==> src/rtl/divchk_pkg.sv <==
// divchk_pkg: shared state encoding and width helpers for the serial divisibility checker.
package divchk_pkg;
   typedef enum logic [1:0] {IDLE, BUSY, DONE} state_t;
   localparam int DIVCHK_MIN_W = 2;
   function automatic int divchk_rw(input int divisor);
      return $clog2(divisor);
   endfunction
   function automatic int divchk_cw(input int data_w);
      return $clog2(data_w + 1);
   endfunction
endpackage

==> src/rtl/divchk_mod_step.sv <==
// divchk_mod_step: one MSB-first remainder step, (2r + b) mod DIVISOR.
module divchk_mod_step
   import divchk_pkg::*;
#(
   parameter int DIVISOR = 3,
   localparam int RW = divchk_rw(DIVISOR)
) (
   input  logic [RW-1:0] r,
   input  logic          b,
   output logic [RW-1:0] r_next
);
   localparam logic [RW:0] D = (RW+1)'(DIVISOR);
   logic [RW:0] t;
   // r < DIVISOR keeps 2r + b below 2*DIVISOR, so one subtract is enough
   always_comb begin
      t = {r, b};
      r_next = RW'((t >= D) ? t - D : t);
   end
endmodule

==> src/rtl/divisibility_checker_serial.sv <==
// divisibility_checker_serial: bit-serial |in_data| mod DIVISOR test on a valid/ready stream.
// Define DIVCHK_REMAINDER_OUT_EN to expose the final magnitude remainder as a port.
module divisibility_checker_serial
   import divchk_pkg::*;
#(
   parameter int DATA_W = 8,
   parameter int DIVISOR = 3,
   parameter int SIGNED = 1,
   localparam int RW = divchk_rw(DIVISOR)
) (
   input  logic              clk,
   input  logic              rst,
   input  logic [DATA_W-1:0] in_data,
   input  logic              in_valid,
   output logic              in_ready,
   output logic              out_valid,
   input  logic              out_ready,
   output logic              divisible
`ifdef DIVCHK_REMAINDER_OUT_EN
   ,
   output logic [RW-1:0]     remainder
`endif
);
   localparam int CW = divchk_cw(DATA_W);
   if (DATA_W < DIVCHK_MIN_W || DIVISOR < DIVCHK_MIN_W) begin : g_bad_cfg
      $error("DATA_W and DIVISOR must both be at least 2");
   end
   state_t state, state_next;
   logic [DATA_W-1:0] shreg, mag;
   logic [RW-1:0] r, r_next;
   logic [CW-1:0] cnt;
   logic last;
   // negation of the most negative value wraps to its correct unsigned magnitude
   assign mag = (SIGNED != 0 && in_data[DATA_W-1]) ? -in_data : in_data;
   assign last = cnt == CW'(1);
   assign in_ready = state == IDLE;
   assign out_valid = state == DONE;
`ifdef DIVCHK_REMAINDER_OUT_EN
   assign remainder = r;
`endif
   divchk_mod_step #(.DIVISOR(DIVISOR)) u_step (
      .r(r),
      .b(shreg[DATA_W-1]),
      .r_next(r_next)
   );
   always_ff @(posedge clk or posedge rst)
      if (rst) state <= IDLE;
      else state <= state_next;
   always_comb begin
      state_next = state;
      state_next = (state == IDLE && in_valid) ? BUSY :
                   (state == BUSY && last) ? DONE :
                   (state == DONE && out_ready) ? IDLE : state;
   end
   always_ff @(posedge clk or posedge rst)
      if (rst) begin
         shreg <= '0;
         r <= '0;
         cnt <= '0;
         divisible <= 1'b0;
      end else if (state == IDLE && in_valid) begin
         shreg <= mag;
         r <= '0;
         cnt <= CW'(DATA_W);
      end else if (state == BUSY) begin
         r <= r_next;
         shreg <= shreg << 1;
         cnt <= cnt - 1'b1;
         if (last) divisible <= r_next == '0;
      end
endmodule

==> config.mk <==
export PLATFORM = sky130hd
export DESIGN_NAME = divisibility_checker_serial
export DESIGN_NICKNAME = d
export VERILOG_FILES = /design/src/rtl/divchk_pkg.sv /design/src/rtl/divchk_mod_step.sv /design/src/rtl/divisibility_checker_serial.sv
export SDC_FILE = /design/constraint.sdc
export NUM_CORES = 1
export LEC_CHECK = 0
export CAP_MARGIN = 40
export CORE_MARGIN = 2
export CORE_UTILIZATION = 55
export DETAILED_ROUTE_END_ITERATION = 8
export PLACE_DENSITY_LB_ADDON = 0.3
export SYNTH_ARGS = -nofsm -noshare
export SYNTH_HDL_FRONTEND = slang
export SYNTH_SLANG_ARGS = --single-unit
==> constraint.sdc <==
create_clock -name clk -period 2.93 [get_ports clk]
set_input_delay 0.4395 -clock clk [delete_from_list [all_inputs] [get_ports clk]]
set_output_delay 0.4395 -clock clk [all_outputs]
set_load 0.1 [all_outputs]
Word level (Yosys, flattened, before mapping)
Cells that the tools add are included.
Word-level totals
  bits in latches: 0
  memories kept: 0
  output and inout bits: 3
  register bits after elaboration: 17
  bits in read-only memories: 0
  bits of input ports: 12
  memory bits (writable): 0
Cells by class
  add/sub/neg operators: 3
  div/mod/pow operators: 0
  equality and inequality tests: 3
  multipliers: 0
  muxes and demuxes: 11
  bitwise logic cells: 1
  $lt $le $gt $ge: 1
  reduce and logical (&&, ||, !) cells: 8
  shifts and indexed selects: 0
Operator list (number)
  $mux 8: 3
  $mux 2: 6
  $mux 4: 2
  $neg 8->8: 1
  $eq 4x1->1 const B: 1
  $logic_not 2->1: 2
  $sub 4x1->4 const B: 1
  $ge 3x2->1 const B: 1
  $logic_and 1x1->1: 3
  $reduce_and 3->1: 1
  $reduce_bool 3->1: 1
  $eq 2x1->1 const B: 1
  $eq 2x2->1 const B: 1
  $reduce_bool 2->1: 1
  $sub 2x2->2 const B: 1
  $not 1->1: 1

Logic depth before layout (Yosys ltp)
Gate-level depths: netlist (run 1).
  depth after elaboration: 5
  gate-level depth with buffers: 6
  mapped depth without buffers: 6

Hierarchy
A second synthesis (run 1) with hierarchy kept.
Second synthesis, totals
  cells, all modules: 103
  area total of the unflattened synthesis: 987.2 µm²
By module, submodules not included
  divisibility_checker_serial: times used 1, area an instance 940.9 µm², cells each 97
  divchk_mod_step: times used 1, area an instance 46.3 µm², cells each 6

Least setup slack after synthesis (run 1)
Ideal clock, no wire load.
  path type: register to register
  start: register state[0]
  end: register shreg[0]
  buffers on the path: 1
  cell stages (with the launch flop): 6
  library setup time: 131 ps
  setup slack: 322 ps
  arrival: 2476 ps
  cell sequence: dfrtp_1 buf_2 nor2_1 nand2_1 nand3_1 o21ai_0
Between the ends
  word-level cells in the longest chain between the ends: 3
RTL lines
  start: declaration: line divisibility_checker_serial.sv:28  | state_t state, state_next;
  start signal: assignment: line divisibility_checker_serial.sv:48  | else state <= state_next;
  $logic_not 2->1 (*)
  named net in_ready: line divisibility_checker_serial.sv:15  | output logic in_ready,
  $logic_and 1x1->1 (*): line divisibility_checker_serial.sv:61  | end else if (state == IDLE && in_valid) begin
  $mux 8 or $reduce_bool 2->1 (tied branches)
  end signal: assignment: line divisibility_checker_serial.sv:62  | shreg <= mag;
  end signal: assignment: line divisibility_checker_serial.sv:67  | shreg <= shreg << 1;
  end: declaration: line divisibility_checker_serial.sv:29  | logic [DATA_W-1:0] shreg, mag;
The timed path passes the listed nets; every way through them passes the cells marked *.
A chain may end at the register's enable or synchronous reset.

Final worst setup path (run 1)
  start: input port in_data[1]
  end: register shreg[1]
Between the ends
  word-level cells in the longest chain between the ends: 3
RTL lines
  start: declaration: line divisibility_checker_serial.sv:13  | input logic [DATA_W-1:0] in_data,
  $neg 8->8: line divisibility_checker_serial.sv:34  | assign mag = (SIGNED != 0 && in_data[DATA_W-1]) ? -in_data : in_data;
  $mux 8 (*): line divisibility_checker_serial.sv:34
  $mux 8 (*): line divisibility_checker_serial.sv:61
Every way passes the cells marked *; elsewhere a longest branch is shown, timed or not.

==> flow_summary.toml, run 1 <==
[sta]
post-route-period-util_pct = 60.5
fin_skew_ps = 5.65
fmax_ghz = 0.564
setup_violations = 0
slew_viol_final = 0
final.min_clock_period_ps = 1770
worst_slew_pin_slew_ps = 722
relSlewSlack_pct = 51.8
rsz0062_at_grt = "false"
hold_slack_ps = 517
finalSetupTns_ps = 0
finalHoldViolCount = 0

[power]
irDropWorstVdd_mv = 0.269
p_total_w = 0.000403
leakage_nw = 0.507
power_density_nw_per_um2 = 362

[critical_path]
cp_top_family = "buffers and inverters"
cpPeakStageDelay_ps = 510
worstPathArrival_ps = 1950
rrSetupSlack_ps = 1270
critPathSlowestCell = "clkdlybuf4s50_1"
cp_data_required_time_ps = 3110
cp.buffers_inverters = 2
start_kind = "input pin"
crit_chain = "clkdlybuf4s50_1, inv_1, ha_1, mux2_1, and3_1, a21oi_1, o21ai_1"
crit_start = "in_data[1]"
r2r-start = "state[0]$_DFFE_PP0P_"
worst-path-max-fanout = 3
crit_type = "in2reg"
critPathCaptureType = "register"

[run]
drv_cap = 0

[global_routing]
grt-ovfl-total = 0
first_global_vias = 691
grt.total_usage_pct = 20.8
grt_max_degree = 18
grt_first_pass_wirelength_mm = 2.96
antenna_found_initial = 0

[final_layout]
final_util_pct = 71.4
drive_above_1_share_pct = 8.70
multiInputGateArea_um2 = 479
syn_to_final_growth_pct = 17.9
nets = 132
fill_cells = 125
register_area_um2 = 425
n_antenna_cell = 0

[synthesis]
synth.avg_cell_area_um2 = 9.54
ys_seq_elements = 17
ys_seq_area_share_pct = 45.0
syn_nets = 115
ys_types = 31
syn_area_um2 = 945
synth_cells = 99
yosysWarnings = 0

[cts]
clk_latency_ps = 300
clkSlewWorstSetupHoldPaths_ps = 100
ctsResizeCount = 0
post_cts_buffers = 0
cts_tree = "built"
cts.sinks = 17
numCtsBuffers = 3
cts-hold-fix-buffers = 0
htreeDepth = 1
cts-root-buf = "clkbuf_4"
clk_path_buf_depth = 2

[route]
drc = 0
vias_per_cell = 5.85
vias = 767
dr.first_iter.drc_count = 15
wirelength_mm = 1.85
first_pass_iters = 4
antenna_left = 0
wl_per_cell_um = 14.1

[placement]
port_buffers = 14
place_hpwl_mm = 1.40
gp_congestion = 0.850

[floorplanning]
die_x_um = 45.4
rows = 14
ios = 15
fp.dieH_um = 45.4
design.core.area_um2 = 1560
dieArea_um2 = 2070
initial_core_util_pct = 60.6

[worst_hold_path]
min_path_type = "in2async"

[status]
status = "finished clean"
metrics by stage:
stage                     setup WS, ps  instances  instance area (um^2)
after detailed placement           840        127                  1090
after global routing              1060        131                  1110
after floorplan                    322         99                   945
final                             1160        131                  1110
after CTS                         1150        131                  1110
after global placement             914        127                  1090
sequential cells by signal, summed over array words and instances, names as in the netlist:
| register | count |
|---|---|
| shreg | 8 |
| r | 2 |
| state | 2 |
| cnt | 4 |
| divisible | 1 |
layer usage:
metal / vias to the layer above / global-route usage (%) / share of wire, %
met4: 0 / 8.82 / 1.2
met2: 19 / 35.8 / 49
met5: - / 0 / 0
met3: 4 / 3.57 / 3.7
met1: 359 / 25.3 / 46
li1: 385 / - / -
Yosys cell counts (all sizes together):
| master | instances | area share, % |
|---|---|---|
| dfrtp | 17 | 45 |
| o21ai | 12 | 6.4 |
| nand2 | 9 | 3.6 |
| inv | 8 | 3.2 |
| a21oi | 5 | 2.6 |
| xor2 | 5 | 4.6 |
| a22oi | 4 | 3.2 |
| ha | 4 | 5.3 |
| nor2 | 4 | 1.6 |
| nand2b | 3 | 2.0 |
| nor3 | 3 | 1.6 |
| and2 | 2 | 1.3 |
| buf | 2 | 1.1 |
| nand3 | 2 | 1.1 |
| nor2b | 2 | 1.3 |
| o31ai | 2 | 2.6 |
| or3 | 2 | 1.9 |
| xnor2 | 2 | 1.9 |
| a31oi | 1 | 0.66 |
| a32o | 1 | 1.1 |
| a32oi | 1 | 0.93 |
| and3 | 1 | 0.66 |
| mux2 | 1 | 1.2 |
| mux2i | 1 | 1.1 |
| nand4 | 1 | 0.66 |
| nor3b | 1 | 0.79 |
| nor4 | 1 | 0.66 |
| o311ai | 1 | 0.93 |
| or3b | 1 | 1.2 |
logic make-up (layout without fill, tap and decap cells):
logic type | after synthesis | count (layout) | share of synthesized area, %
AOI/OAI and AO/OA | 27 | 27 | 18.4
and+or+nand+nor | 32 | 32 | 18.3
xor gates and xnor gates | 7 | 7 | 6.49
buffers and inverters | 10 | 26 | 4.24
DFF | 17 | 17 | 45.0
muxes | 2 | 2 | 2.25
adders and majority gates | 4 | 4 | 5.30
where the power goes:
| group | switching (W) | internal, W | total [W] |
|---|---|---|---|
| logic | 0.0000180 | 0.0000212 | 0.0000392 |
| registers | 0 | 0.000234 | 0.000234 |
| clock network | 0.0000766 | 0.0000531 | 0.000130 |
| total | 0.0000946 | 0.000309 | 0.000403 |
path summary, 6_finish.rpt:
check / endpoint / cells after the start
max: shreg[1]$_DFFE_PP0P_ / 7
min: cnt[0]$_DFFE_PP0P_ / 2
max reg2reg: shreg[7]$_DFFE_PP0P_ / 3
min reg2reg: shreg[0]$_DFFE_PP0P_ / 2
max in group asynchronous: shreg[7]$_DFFE_PP0P_ / 2
min in group clk: shreg[0]$_DFFE_PP0P_ / 2
layout by cell type (no fill, tap or decap), types with 2 or more instances in the layout:
| cell type | count |
|---|---|
| ha_1 | 4 |
| clkbuf_4 | 3 |
| a22oi_1 | 4 |
| o21ai_0 | 8 |
| nor2b_1 | 2 |
| dfrtp_1 | 17 |
| nand2_1 | 9 |
| nor3_1 | 3 |
| o31ai_2 | 2 |
| inv_1 | 8 |
| nor2_1 | 4 |
| buf_4 | 3 |
| a21oi_1 | 5 |
| o21ai_1 | 4 |
| xnor2_1 | 2 |
| xor2_1 | 5 |
| clkdlybuf4s50_1 | 11 |
| nand2b_1 | 3 |
| nand3_1 | 2 |
| and2_1 | 2 |
cell type report:
cell class              instances  area share (%)
clock buffers                   4            2.36
inverters                       8            2.70
multi-input cells              72            43.0
flip-flops and latches         17            38.2
well taps                      16            1.80
repair buffers                 14            11.9
Power figures use the tool's default switching activity.
==> run 2, diff against run 1 <==
--- a/config.mk
+++ b/config.mk
@@ -7,7 +7,7 @@
 export LEC_CHECK = 0
 export CAP_MARGIN = 40
 export CORE_MARGIN = 2
-export CORE_UTILIZATION = 55
+export CORE_UTILIZATION = 51
 export DETAILED_ROUTE_END_ITERATION = 8
 export PLACE_DENSITY_LB_ADDON = 0.3
 export SYNTH_ARGS = -nofsm -noshare
==> constraint.sdc (replaced) <==
create_clock -name clk -period 1.8 [get_ports clk]
set_input_delay 0.27 -clock clk [delete_from_list [all_inputs] [get_ports clk]]
set_output_delay 0.27 -clock clk [all_outputs]
set_load 0.1 [all_outputs]
==> run 2 against run 1 <==
Clock skew increased by 6.8 ps. Worst hold slack got worse by 170 ps. Sequential share of layout area decreased by 2.7 points. Sequential power increased by 63%.
==> flow_summary.toml, run 2 (same netlist as run 1, synthesis figures left out) <==
[sta]
finalHoldViolCount = 0
final.min_clock_period_ps = 1640
fmax_ghz = 0.611
worst_slew_pin_slew_ps = 635
layout_setup_ws_ps = 165
fin_skew_ps = 12.4
setup_violations = 0
slew_viol_final = 0
post-route-period-util_pct = 90.9
rsz0062_at_grt = "false"
relSlewSlack_pct = 57.6

[cts]
htreeDepth = 1
cts.sinks = 17
clk_path_buf_depth = 2
post_cts_buffers = 0
cts_tree = "built"
clk_latency_ps = 290
cts-root-buf = "clkbuf_4"
clkSlewWorstSetupHoldPaths_ps = 100
numCtsBuffers = 3
cts-hold-fix-buffers = 0
ctsResizeCount = 0

[power]
power_frac_seq_pct = 58.6
leakage_nw = 0.536
power_switching_w = 0.000145
power_density_nw_per_um2 = 544
irDropWorstVdd_mv = 0.313
pwr-share-clk_pct = 30.8
power_frac_comb_pct = 10.6
swShare_pct = 22.2
intPower_w = 0.000506

[route]
first_pass_iters = 4
dr.first_iter.drc_count = 12
wirelength_mm = 1.77
vias = 782
vias_per_cell = 5.39
antenna_left = 0
drc = 0
wl_per_cell_um = 12.2

[critical_path]
worst-path-max-fanout = 2
cp_data_required_time_ps = 1960
critPathCaptureType = "register"
crit_chain = "clkdlybuf4s50_1, inv_1, ha_1, or3b_4, o31ai_2, xor2_1, o21ai_1"
r2r-start = "cnt[1]$_DFFE_PP0P_"
start_kind = "input pin"
critPathSlowestCell = "clkdlybuf4s50_1"
cpPeakStageDelay_ps = 420
crit_type = "in2reg"
rrSetupSlack_ps = 340
r2r_end = "state[0]$_DFFE_PP0P_"
worstPathArrival_ps = 1800
rr_worst_depth = 5

[floorplanning]
dieArea_um2 = 2210
design.core.area_um2 = 1730
ios = 15
fp.dieH_um = 47.0
rows = 15
initial_core_util_pct = 54.7
die_x_um = 47.0

[global_routing]
grt_max_degree = 18
grt.total_usage_pct = 19.0
first_global_vias = 707
grt_first_pass_wirelength_mm = 2.92
grt-ovfl-total = 0
antenna_found_initial = 0

[placement]
place_hpwl_mm = 1.42
dp.cells = 141
gp_congestion = 0.771
dp_slack_ps = -127
port_buffers = 14

[final_layout]
nets = 137
fin_cells = 145
layout_common_cells = "dfrtp_1 (17), clkdlybuf4s50_1 (11), nand2_1 (9)"
final_util_pct = 69.3
reg_top3 = "shreg (8), cnt (4)"
syn_to_final_growth_pct = 26.8
largest_register_ffs = 8
drive_above_1_share_pct = 14.2
largest_register = "shreg"
n_antenna_cell = 0
layout_commonest_cell = "dfrtp_1"

[worst_hold_path]
min_path_type = "in2async"

[run]
drv_cap = 0

[status]
status = "finished clean"
[run 2: changes by cell type in the layout (fill, tap and decap cells not counted)]
cell,delta
nor2_4,+1
buf_12,+2
buf_4,+3
nor2_1,-2
nor2_2,+1
[run 2: per-layer routing]
layer	share of wire (%)	GRT usage [%]	vias to the layer above
met2	52	31.8	20
met3	3.5	2.69	4
li1	-	-	396
met1	43	23.4	362
met4	2.1	11.1	0
met5	0	0	-
[run 2: layout make-up]
class / instances / area, um^2
inverters: 8 / 30.0
multi-input cells: 72 / 489
clock buffers: 4 / 26.3
fillers: 142 / 529
flip-flops and latches: 17 / 425
well taps: 25 / 31.3
repair buffers: 19 / 195
[run 2: how the worst max path moves through the flow]
stage / from / end / slack (ps)
floorplan: state[0]$_DFFE_PP0P_ / shreg[0]$_DFFE_PP0P_ / 190
global placement: in_data[0] / shreg[6]$_DFFE_PP0P_ / -50
detailed placement: in_data[0] / shreg[6]$_DFFE_PP0P_ / -130
CTS: in_data[0] / shreg[6]$_DFFE_PP0P_ / 170
global route: in_data[0] / shreg[6]$_DFFE_PP0P_ / 80
finish: in_data[0] / shreg[6]$_DFFE_PP0P_ / 160
[run 2: metrics by stage]
stage               TNS, ps  instance area, um^2  power [W]  hold slack (ps)
finish                    0                 1200   0.000651              350
global route              0                 1200   0.000678              424
CTS                       0                 1200   0.000657              382
detailed placement     -263                 1170   0.000459              494
global placement      -77.1                 1170   0.000457              472
floorplan                 0                  955   0.000416              196
[run 2: power by group through the flow]
| stage | Sequential [W] | Clock, W | Combinational (W) |
|---|---|---|---|
| 2_1_floorplan | 0.000389 | 0 | 0.0000269 |
| 3_3_place_gp | 0.000389 | 0 | 0.0000674 |
| 3_5_place_dp | 0.000389 | 0 | 0.0000698 |
| 4_1_cts | 0.000382 | 0.000205 | 0.0000701 |
| 5_1_grt | 0.000382 | 0.000221 | 0.0000761 |
| 6_report | 0.000382 | 0.000201 | 0.0000687 |
[run 2: critical path: cells and delay by family]
family,cells,cell delay (ps)
AOI/OAI and AO/OA,2,270
xor gates and xnor gates,1,190
adders and majority gates,1,170
buffers and inverters,2,500
and+or+nand+nor,1,390
==> run 3, diff against run 2 <==
--- a/config.mk
+++ b/config.mk
@@ -10,6 +10,7 @@
 export CORE_UTILIZATION = 51
 export DETAILED_ROUTE_END_ITERATION = 8
 export PLACE_DENSITY_LB_ADDON = 0.3
+export SKIP_CTS_REPAIR_TIMING = 1
 export SYNTH_ARGS = -nofsm -noshare
 export SYNTH_HDL_FRONTEND = slang
 export SYNTH_SLANG_ARGS = --single-unit
==> results of run 3 <==
The final DEF is identical to that of run 2; final timing and power are the same.
